`config.mk`:
```
export PLATFORM = sky130hd
export DESIGN_NAME = seg_scan_display_flat
export DESIGN_NICKNAME = d
export VERILOG_FILES = /design/src/rtl/seg_pkg.sv /design/src/rtl/seg_scan_display_if.sv /design/src/rtl/seg_hex_decode.sv /design/src/rtl/seg_scan_display.sv /design/src/flat_wrapper.sv
export SDC_FILE = /design/constraint.sdc
export NUM_CORES = 1
export LEC_CHECK = 0
export CAP_MARGIN = 20
export CORE_ASPECT_RATIO = 1.25
export CORE_MARGIN = 3
export CORE_UTILIZATION = 50
export DETAILED_ROUTE_END_ITERATION = 8
export HOLD_SLACK_MARGIN = 0.08
export PLACE_DENSITY = 0.76
export SETUP_SLACK_MARGIN = 0.05
export SLEW_MARGIN = 20
export SYNTH_ARGS = -nofsm -noshare
export SYNTH_HDL_FRONTEND = slang
export SYNTH_SLANG_ARGS = --single-unit
```
`constraint.sdc`:
```
create_clock -name clk -period 5.9 [get_ports clk]
set_input_delay 0.59 -clock clk [delete_from_list [all_inputs] [get_ports clk]]
set_output_delay 0.59 -clock clk [all_outputs]
set_load 0.005 [all_outputs]
```
`src/rtl/seg_pkg.sv`:
```
// rtl/seg_pkg.sv - shared glyph constants and segment bit order for the hex display driver
package seg_pkg;

  // Segment vector layout: bit 6 is segment a, bit 0 is segment g, all active-low.
  typedef logic [6:0] seg_t;

  typedef struct packed {
    logic a;
    logic b;
    logic c;
    logic d;
    logic e;
    logic f;
    logic g;
  } seg_bits_t;

  localparam int SEG_A_BIT = 6;
  localparam int SEG_B_BIT = 5;
  localparam int SEG_C_BIT = 4;
  localparam int SEG_D_BIT = 3;
  localparam int SEG_E_BIT = 2;
  localparam int SEG_F_BIT = 1;
  localparam int SEG_G_BIT = 0;

  // All segments dark.
  localparam seg_t SEG_OFF = 7'h7F;

  // Standard hex glyphs, active-low {a,b,c,d,e,f,g}.
  localparam seg_t GLYPH_0 = 7'b0000001;
  localparam seg_t GLYPH_1 = 7'b1001111;
  localparam seg_t GLYPH_2 = 7'b0010010;
  localparam seg_t GLYPH_3 = 7'b0000110;
  localparam seg_t GLYPH_4 = 7'b1001100;
  localparam seg_t GLYPH_5 = 7'b0100100;
  localparam seg_t GLYPH_6 = 7'b0100000;
  localparam seg_t GLYPH_7 = 7'b0001111;
  localparam seg_t GLYPH_8 = 7'b0000000;
  localparam seg_t GLYPH_9 = 7'b0000100;
  localparam seg_t GLYPH_A = 7'b0001000;
  localparam seg_t GLYPH_B = 7'b1100000;
  localparam seg_t GLYPH_C = 7'b0110001;
  localparam seg_t GLYPH_D = 7'b1000010;
  localparam seg_t GLYPH_E = 7'b0110000;
  localparam seg_t GLYPH_F = 7'b0111000;

  function automatic seg_t hex_glyph(input logic [3:0] nib);
    seg_t g;
    case (nib)
      4'h0:    g = GLYPH_0;
      4'h1:    g = GLYPH_1;
      4'h2:    g = GLYPH_2;
      4'h3:    g = GLYPH_3;
      4'h4:    g = GLYPH_4;
      4'h5:    g = GLYPH_5;
      4'h6:    g = GLYPH_6;
      4'h7:    g = GLYPH_7;
      4'h8:    g = GLYPH_8;
      4'h9:    g = GLYPH_9;
      4'hA:    g = GLYPH_A;
      4'hB:    g = GLYPH_B;
      4'hC:    g = GLYPH_C;
      4'hD:    g = GLYPH_D;
      4'hE:    g = GLYPH_E;
      default: g = GLYPH_F;
    endcase
    return g;
  endfunction

endpackage

```
`src/rtl/seg_scan_display_if.sv`:
```
// rtl/seg_scan_display_if.sv - load/display signal bundle between a status source and the scan driver
interface seg_scan_display_if #(
  parameter int DIGITS = 4
);
  logic                  enable;
  logic                  load;
  logic [4*DIGITS-1:0]   value;
  logic [DIGITS-1:0]     dp_in;
  logic [6:0]            seg;
  logic                  dp;
  logic [DIGITS-1:0]     an;
  logic                  frame_done;
  logic                  pending;

  modport master (
    output enable, load, value, dp_in,
    input  seg, dp, an, frame_done, pending
  );

  modport slave (
    input  enable, load, value, dp_in,
    output seg, dp, an, frame_done, pending
  );
endinterface

```
`src/rtl/seg_hex_decode.sv`:
```
// rtl/seg_hex_decode.sv - nibble to active-low seven-segment glyph with blanking
module seg_hex_decode
  import seg_pkg::*;
(
  input  logic [3:0] nibble,
  input  logic       blank,
  output seg_t       glyph
);

  // Look up the glyph, forcing all segments dark when blanked.
  always_comb begin
    glyph = hex_glyph(nibble);
    if (blank) glyph = SEG_OFF;
  end

endmodule

```
`src/rtl/seg_scan_display.sv`:
```
// rtl/seg_scan_display.sv - time-multiplexed hex display driver, optional SEG_LZB_EN leading-zero blanking
module seg_scan_display
  import seg_pkg::*;
#(
  parameter int DIGITS   = 4,
  parameter int SCAN_DIV = 50000
) (
  input  logic               clk,
  input  logic               rst_n,
  seg_scan_display_if.slave  bus
);

  localparam int PW = (SCAN_DIV > 1) ? $clog2(SCAN_DIV) : 1;
  localparam int IW = (DIGITS > 1) ? $clog2(DIGITS) : 1;
  localparam logic [PW-1:0] PCNT_LAST = PW'(SCAN_DIV - 1);
  localparam logic [IW-1:0] IDX_LAST  = IW'(DIGITS - 1);

  logic [PW-1:0]        pcnt;
  logic [IW-1:0]        idx;
  logic                 tc;
  logic                 wrap;

  logic [4*DIGITS-1:0]  shadow_val;
  logic [DIGITS-1:0]    shadow_dp;
  logic [4*DIGITS-1:0]  disp_val;
  logic [DIGITS-1:0]    disp_dp;
  logic                 pending_q;

  logic [3:0]           nib_sel;
  logic                 dp_sel;
  logic                 blank_sel;
  logic [DIGITS-1:0]    blank_vec;
  logic [DIGITS-1:0]    an_nxt;
  seg_t                 glyph;

  seg_t                 seg_q;
  logic                 dp_q;
  logic [DIGITS-1:0]    an_q;
  logic                 frame_done_q;

  // A slot ends on the prescaler's last count; the frame ends when the last digit's slot ends.
  assign tc   = bus.enable && (pcnt == PCNT_LAST);
  assign wrap = tc && (idx == IDX_LAST);

  // Prescaler and digit index advance only while scanning is enabled.
  always_ff @(posedge clk) begin
    if (!rst_n) begin
      pcnt <= '0;
      idx  <= '0;
    end else if (bus.enable) begin
      if (tc) begin
        pcnt <= '0;
        idx  <= (idx == IDX_LAST) ? '0 : idx + 1'b1;
      end else begin
        pcnt <= pcnt + 1'b1;
      end
    end
  end

  // Shadow captures loads; display takes the shadow only at a frame boundary so no frame is torn.
  always_ff @(posedge clk) begin
    if (!rst_n) begin
      shadow_val <= '0;
      shadow_dp  <= '0;
      disp_val   <= '0;
      disp_dp    <= '0;
      pending_q  <= 1'b0;
    end else if (wrap && bus.load) begin
      shadow_val <= bus.value;
      shadow_dp  <= bus.dp_in;
      disp_val   <= bus.value;
      disp_dp    <= bus.dp_in;
      pending_q  <= 1'b0;
    end else begin
      if (bus.load) begin
        shadow_val <= bus.value;
        shadow_dp  <= bus.dp_in;
        pending_q  <= 1'b1;
      end
      if (wrap && pending_q) begin
        disp_val  <= shadow_val;
        disp_dp   <= shadow_dp;
        pending_q <= 1'b0;
      end
    end
  end

`ifdef SEG_LZB_EN
  logic zero_run;

  // A digit above 0 is blanked when it and every digit above it hold zero.
  always_comb begin
    blank_vec = '0;
    zero_run  = 1'b1;
    for (int i = DIGITS - 1; i > 0; i--) begin
      zero_run     = zero_run && (disp_val[4*i +: 4] == 4'h0);
      blank_vec[i] = zero_run;
    end
  end
`else
  assign blank_vec = '0;
`endif

  // Select the current digit's nibble, dp and blank, and build the one-cold digit enable.
  always_comb begin
    nib_sel   = 4'h0;
    dp_sel    = 1'b0;
    blank_sel = 1'b0;
    an_nxt    = '1;
    for (int i = 0; i < DIGITS; i++) begin
      if (idx == IW'(i)) begin
        nib_sel   = disp_val[4*i +: 4];
        dp_sel    = disp_dp[i];
        blank_sel = blank_vec[i];
        an_nxt[i] = 1'b0;
      end
    end
  end

  seg_hex_decode u_decode (
    .nibble (nib_sel),
    .blank  (blank_sel),
    .glyph  (glyph)
  );

  // Register all display outputs; everything goes dark while scanning is disabled.
  always_ff @(posedge clk) begin
    if (!rst_n) begin
      seg_q        <= SEG_OFF;
      dp_q         <= 1'b1;
      an_q         <= '1;
      frame_done_q <= 1'b0;
    end else begin
      frame_done_q <= wrap;
      if (bus.enable) begin
        seg_q <= glyph;
        dp_q  <= ~dp_sel;
        an_q  <= an_nxt;
      end else begin
        seg_q <= SEG_OFF;
        dp_q  <= 1'b1;
        an_q  <= '1;
      end
    end
  end

  assign bus.seg        = seg_q;
  assign bus.dp         = dp_q;
  assign bus.an         = an_q;
  assign bus.frame_done = frame_done_q;
  assign bus.pending    = pending_q;

endmodule

```
`src/flat_wrapper.sv`:
```
// flat-port wrapper written by rule: the top's interface ports become plain ports
module seg_scan_display_flat import seg_pkg::*;
#(
  parameter int DIGITS   = 4,
  parameter int SCAN_DIV = 50000
)
  (clk, rst_n, bus_enable, bus_load, bus_value, bus_dp_in, bus_seg, bus_dp, bus_an, bus_frame_done, bus_pending);
  seg_scan_display_if #(.DIGITS(DIGITS)) bus_i ();
  input  logic clk;
  input  logic rst_n;
  input wire logic [$bits(bus_i.enable)-1:0] bus_enable;
  input wire logic [$bits(bus_i.load)-1:0] bus_load;
  input wire logic [$bits(bus_i.value)-1:0] bus_value;
  input wire logic [$bits(bus_i.dp_in)-1:0] bus_dp_in;
  output wire logic [$bits(bus_i.seg)-1:0] bus_seg;
  output wire logic [$bits(bus_i.dp)-1:0] bus_dp;
  output wire logic [$bits(bus_i.an)-1:0] bus_an;
  output wire logic [$bits(bus_i.frame_done)-1:0] bus_frame_done;
  output wire logic [$bits(bus_i.pending)-1:0] bus_pending;
  assign bus_i.enable = bus_enable;
  assign bus_i.load = bus_load;
  assign bus_i.value = bus_value;
  assign bus_i.dp_in = bus_dp_in;
  assign bus_seg = bus_i.seg;
  assign bus_dp = bus_i.dp;
  assign bus_an = bus_i.an;
  assign bus_frame_done = bus_i.frame_done;
  assign bus_pending = bus_i.pending;
  seg_scan_display #(.DIGITS(DIGITS), .SCAN_DIV(SCAN_DIV)) u_core (.clk(clk), .rst_n(rst_n), .bus(bus_i));
endmodule
```
==> results of run 1 <==
[state kept, by name, summed over array words and instances, names as in the netlist]
register and cells:
u_core.bus.an 4, u_core.bus.dp 1, u_core.bus.frame_done 1, u_core.bus.pending 1, u_core.bus.seg 7, u_core.disp_dp 4
u_core.disp_val 16, u_core.idx 2, u_core.pcnt 16, u_core.shadow_dp 4, u_core.shadow_val 16
[worst reg2reg max path: stages (launching register included)]
cell       delay, ps
dfxtp_1          390
ha_1             610
nand2_1          130
o21ai_0          120
o31a_1           320
inv_1            150
ha_1             310
a2111oi_0        360
a41oi_1           70
[cells by family after synthesis]
family | count (synthesis)
compound gates | 33
xor+xnor | 14
fa+ha+maj | 11
buf+inv | 28
flops | 72
mux | 42
simple gates | 123
[where the power goes]
part	switching, mW	total (mW)	internal [mW]
clock	0.179	0.499	0.320
combinational	0.0229	0.0551	0.0322
sequential	0.00408	0.502	0.498
total	0.206	1.06	0.850
[metal layers]
layer / share of wire / GRT usage / wire, um / up-vias
met5: 0 / 0 / 0 / -
met4: 0.017 / 0.0979 / 99 / 0
met3: 0.038 / 0.0378 / 223 / 8
met2: 0.48 / 0.276 / 2830 / 36
met1: 0.46 / 0.209 / 2690 / 1076
li1: - / - / - / 1168
[final cells by class]
| cell class | count | area (um2) |
|---|---|---|
| Clock buffer | 9 | 124 |
| Inverter | 8 | 30.0 |
| Clock inverter | 6 | 133 |
| Timing Repair Buffer | 41 | 400 |
| Sequential cell | 72 | 1440 |
| Tap cell | 82 | 103 |
| Fill cell | 522 | 2120 |
| Multi-Input combinational cell | 223 | 1620 |
[through the flow]
stage	total power, mW	setup WS [ps]	std cells
finish	1.06	3300	441
global route	1.10	2970	441
CTS	1.07	3270	441
detailed placement	0.569	3080	426
global placement	0.568	3130	426
floorplan	0.541	3640	323
[how the worst max path moves through the flow]
stage / from / end / cells after the start
after floorplan: u_core.idx[0] / u_core.bus.seg[3] / 9
after global placement: bus_enable / u_core.disp_val[5] / 7
after detailed placement: bus_enable / u_core.disp_val[8] / 7
after CTS: u_core.idx[0] / u_core.bus.seg[3] / 8
after global routing: u_core.idx[0] / u_core.bus.seg[3] / 8
final: u_core.idx[0] / u_core.bus.seg[3] / 8
[layout by cell type, fill, tap and decap left out, types with 7 or more instances in the layout]
master / count
dfxtp_1: 72
clkdlybuf4s50_1: 37
nor2b_1: 23
mux2i_1: 22
nand2_1: 21
and2_1: 21
mux2_2: 20
nor2_1: 18
ha_1: 11
xor2_1: 9
clkbuf_8: 9
inv_1: 8
nand3_1: 8
a21oi_1: 7
==> results_dict.tcl, run 1 <==
set metrics [dict create \
    insertedDiodeCount 0 \
    row_count 31 \
    first_pass_iters 4 \
    grt_pass1_vias 2165 \
    cp-start-kind "flip-flop" \
    overflow 0 \
    rsz0062_at_grt "false" \
    clk_latency_ps 350 \
    hold_end "u_core.idx[0]" \
    drv_cap 0 \
    port_buffers 37 \
    synth_area_mm2 0.00317 \
    critPathArrivalTime_ps 2810 \
    min_from "u_core.idx[0]" \
    synth_xor_area_frac 0.0386 \
    yosysMostFrequentCell "dfxtp_1" \
    ys.flop_type "dfxtp_1" \
    p_per_area_mw_per_mm2 274 \
    report.final.hold_viol_count 0 \
    ir_worst_vdd_mv 0.195 \
    syn-num-nets 358 \
    cts_tree "built" \
    initial_core_util 0.531 \
    area_growth_pct 21.4 \
    drive_gt1_frac 0.111 \
    min_path_type "reg2reg" \
    crit_path_cell_trace "ha_1 > nand2_1 > o21ai_0 > o31a_1 > inv_1 > ha_1 > a2111oi_0 > a41oi_1" \
    worst_pin_slew_ps 706 \
    synth_edf_count 0 \
    cpMaxStageDelayCell "ha_1" \
    vias 2288 \
    ys_seq_area_frac 0.454 \
    utilization 0.645 \
    die_h_um 95.1 \
    gr-usage-all-layers 0.170 \
    clock-sinks 72 \
    final_nets 390 \
    timing.rr.end "u_core.bus.seg[3]" \
    setup_violations 0 \
    routedWlPerCell_um 13.2 \
    cpMostUsedCell "ha_1" \
    synth_top_family_by_area "simple AND/OR/NAND/NOR gates" \
    skew_ps 7.79 \
    cp_slowest_stage_delay_ps 610 \
    holdBufCountCts 0 \
    cts_made_buffers 9 \
    worstSetupPathType "reg2reg" \
    p_leak_nw 1.51 \
    antenna_found_initial 0 \
    cp-end-kind "flip-flop" \
    syn_inst 323 \
    design_area_mm2 0.00385 \
    r2r_slack_ps 3300 \
    boundaryPins 38 \
    cts.root.buffer_cell "clkbuf_8" \
    crit_required_ps 6110 \
    die_x_um 77.3 \
    drt.antenna.violating_nets 0 \
    ys_types 42 \
    ys_ff_latch 72 \
    gp_congestion 0.808 \
    synthSimpleGateAreaFrac 0.216 \
    maxSlewHeadroom 0.529 \
    r2r-start "u_core.idx[0]" \
    yosysWarningCount 0 \
    synth_area_leader_cell "dfxtp_1" \
    synth_compound_area_frac 0.0726 \
    grt_max_degree 50 \
    synth_common_cells "dfxtp_1 (72), nor2b_1 (23), mux2i_1 (22)" \
    fin_setup_tns_ps 0 \
    fin_crit_ps 2600 \
    cp_top_family "adder cells" \
    async_flop_share 0 \
    cts_resized 0 \
    core_area_mm2 0.00597 \
    hold_slack_ps 508 \
    synthAdderAreaFrac 0.0434 \
    clockBufferDepth 2 \
    cp_max_fo 20 \
    synth_area_per_cell_um2 9.82 \
    synthMuxAreaShare 0.140 \
    grt_pass1_wl_um 9870 \
    vias_per_cell 5.19 \
    cts_max_level 3 \
    drt_iter0_drc 119 \
    path_buf_inv 1 \
    status "finished clean" \
    whs_path_depth 2 \
    clkTransAtPathRegs_ps 70 \
    dieArea_mm2 0.00734 \
    wl_um 5840 \
    placed_area_mm2 0.00359 \
    dpl.hpwl_um 3970 \
    clock.fmax_ghz 0.384 \
    fin_crit_sh 0.441 \
    synth_area_leaders "dfxtp_1 (45%), mux2_2 (7.1%), mux2i_1 (6.9%)" \
    reg2reg_depth 8 \
    cts_setup_buffers 0 \
    drc 0 \
    yosys.area.top_type_share 0.454 \
    report.final.slew_viol_count 0 \
]
Power figures use the tool's default switching activity.
==> run 2: changes to the inputs <==
clock period = 2.6 ns   (was 5.9 ns; I/O delays follow)
==> run 2 against run 1 <==
  * Worst hold slack better by 5.3 ps
  * Combinational power is 130% higher
  * Register-to-register slack worse by 3100 ps
  * Clock skew is 2.4 ps lower
  * Via count is 1.9% higher
  * Critical path depth is 2 higher
  * Non-clock buffer count is 6 higher
  * Cell count is 1.6% higher
  * Setup slack worse by 3100 ps
  * Maximum frequency is 6.6% higher
  * Sequential share of layout area is 0.48 points lower
  * Flip-flop and latch count stayed put
==> results_dict.tcl, run 2 (synthesized netlist as in run 1, its figures left out) <==
set metrics [dict create \
    crit_required_ps 2800 \
    area_growth_pct 22.9 \
    drv_cap 0 \
    overflow 0 \
    top_regs "u_core.disp_val (16), u_core.pcnt (16), u_core.shadow_val (16)" \
    ir_worst_vdd_mv 0.358 \
    hold_slack_ps 513 \
    drc 0 \
    clkTransAtPathRegs_ps 70 \
    switching_share 0.198 \
    wl_um 6110 \
    cp-end-kind "flip-flop" \
    cp-start-kind "flip-flop" \
    row_count 31 \
    p_leak_nw 1.54 \
    insertedDiodeCount 0 \
    routedWlPerCell_um 13.6 \
    cts_made_buffers 9 \
    report.final.hold_viol_count 0 \
    clk_latency_ps 340 \
    vias_per_cell 5.21 \
    clock.fmax_ghz 0.410 \
    clkPwrFrac 0.464 \
    final_nets 396 \
    cts_tree "built" \
    initial_core_util 0.531 \
    core_area_mm2 0.00597 \
    switchingPower_mw 0.468 \
    antenna_found_initial 0 \
    maxSlewHeadroom 0.549 \
    skew_ps 5.38 \
    rsz0062_at_grt "false" \
    cts_max_level 3 \
    fin_setup_tns_ps 0 \
    final_cell_mix "dfxtp_1 (72), clkdlybuf4s50_1 (37), nor2b_1 (23)" \
    fin_crit_sh 0.939 \
    grt_pass1_vias 2236 \
    drt_iter0_drc 115 \
    cp_max_fo 6 \
    die_x_um 77.3 \
    first_pass_iters 4 \
    comb_power_share 0.054 \
    die_h_um 95.1 \
    worstSetupPathType "reg2reg" \
    dpl.hpwl_um 4180 \
    worst_pin_slew_ps 676 \
    gp_congestion 0.892 \
    p_int_mw 1.89 \
    grt_max_degree 36 \
    p_seq_frac 0.482 \
    drive_gt1_frac 0.137 \
    fin_crit_ps 2440 \
    final_common_cell "dfxtp_1" \
    setup_violations 0 \
    cts.root.buffer_cell "clkbuf_8" \
    critPathArrivalTime_ps 2650 \
    grt_pass1_wl_um 10100 \
    drt.antenna.violating_nets 0 \
    min_path_type "reg2reg" \
    gr-usage-all-layers 0.177 \
    holdBufCountCts 0 \
    status "finished clean" \
    clock-sinks 72 \
    boundaryPins 38 \
    p_per_area_mw_per_mm2 605 \
    report.final.slew_viol_count 0 \
    port_buffers 37 \
    vias 2332 \
    clockBufferDepth 2 \
    dieArea_mm2 0.00734 \
]
[run 2: path summary, 6_finish.rpt]
check,from,to,slack (ps),cells after the start
hold reg to reg,u_core.idx[0],u_core.idx[0],510,2
setup / recovery,u_core.idx[0],u_core.bus.seg[3],160,10
setup reg to reg,u_core.idx[0],u_core.bus.seg[3],160,10
hold / removal,u_core.idx[0],u_core.idx[0],510,2
[run 2: layout make-up]
class | instances | area, um2
Inverter | 8 | 30.0
Tap cell | 82 | 103
Fill cell | 501 | 2070
Clock inverter | 5 | 103
Sequential cell | 72 | 1440
Clock buffer | 11 | 151
Timing Repair Buffer | 47 | 445
Multi-Input combinational cell | 223 | 1630
[run 2: metrics by stage]
stage / total power [mW] / setup WS, ps / cell area (um2) / util / cells
floorplan: 1.23 / 337 / 3170 / - / 323
global placement: 1.29 / 301 / 3620 / 0.607 / 430
detailed placement: 1.29 / 89.8 / 3620 / 0.607 / 430
CTS: 2.38 / 55.9 / 3880 / 0.649 / 446
global route: 2.44 / 58.0 / 3900 / 0.653 / 448
finish: 2.36 / 159 / 3900 / 0.653 / 448
[run 2: power by group through the flow]
stage / clock network, mW / logic, mW / registers, mW
after CTS: 1.12 / 0.129 / 1.14
after detailed placement: 0 / 0.128 / 1.16
after global routing: 1.16 / 0.141 / 1.14
final: 1.10 / 0.127 / 1.14
after floorplan: 0 / 0.0639 / 1.16
after global placement: 0 / 0.126 / 1.16
[run 2: repair_timing]
| action | in CTS | in global routing |
|---|---|---|
| setup endpoints to repair | 0 | 1 |
| gates resized for setup | 0 | 4 |
| hold endpoints to repair | 0 | 0 |
| buffers inserted | 0 | 2 |
[run 2: per-layer routing]
layer	part of all wire	global-route usage
met5	0	0
met4	0.021	0.104
met3	0.029	0.0454
met2	0.50	0.288
met1	0.45	0.212
[run 2: critical path: stages (launching register included)]
cell and delay, ps:
dfxtp_1 400, inv_1 80, ha_1 290, nand2_1 90, o21ai_0 90, o31a_1 310
buf_4 160, ha_1 250, and2_0 160, a2111oi_1 380, a41oi_1 80
==> run 3: changes to the inputs <==
--- a/constraint.sdc
+++ b/constraint.sdc
@@ -3,2 +3,2 @@
 set_output_delay 0.26 -clock clk [all_outputs]
-set_load 0.005 [all_outputs]
+set_load 0.05 [all_outputs]
==> results of run 3 <==
Same layout as run 2 (identical final DEF). Status: finished clean.
Among the figures that moved: total power 2.36 mW -> 2.38 mW
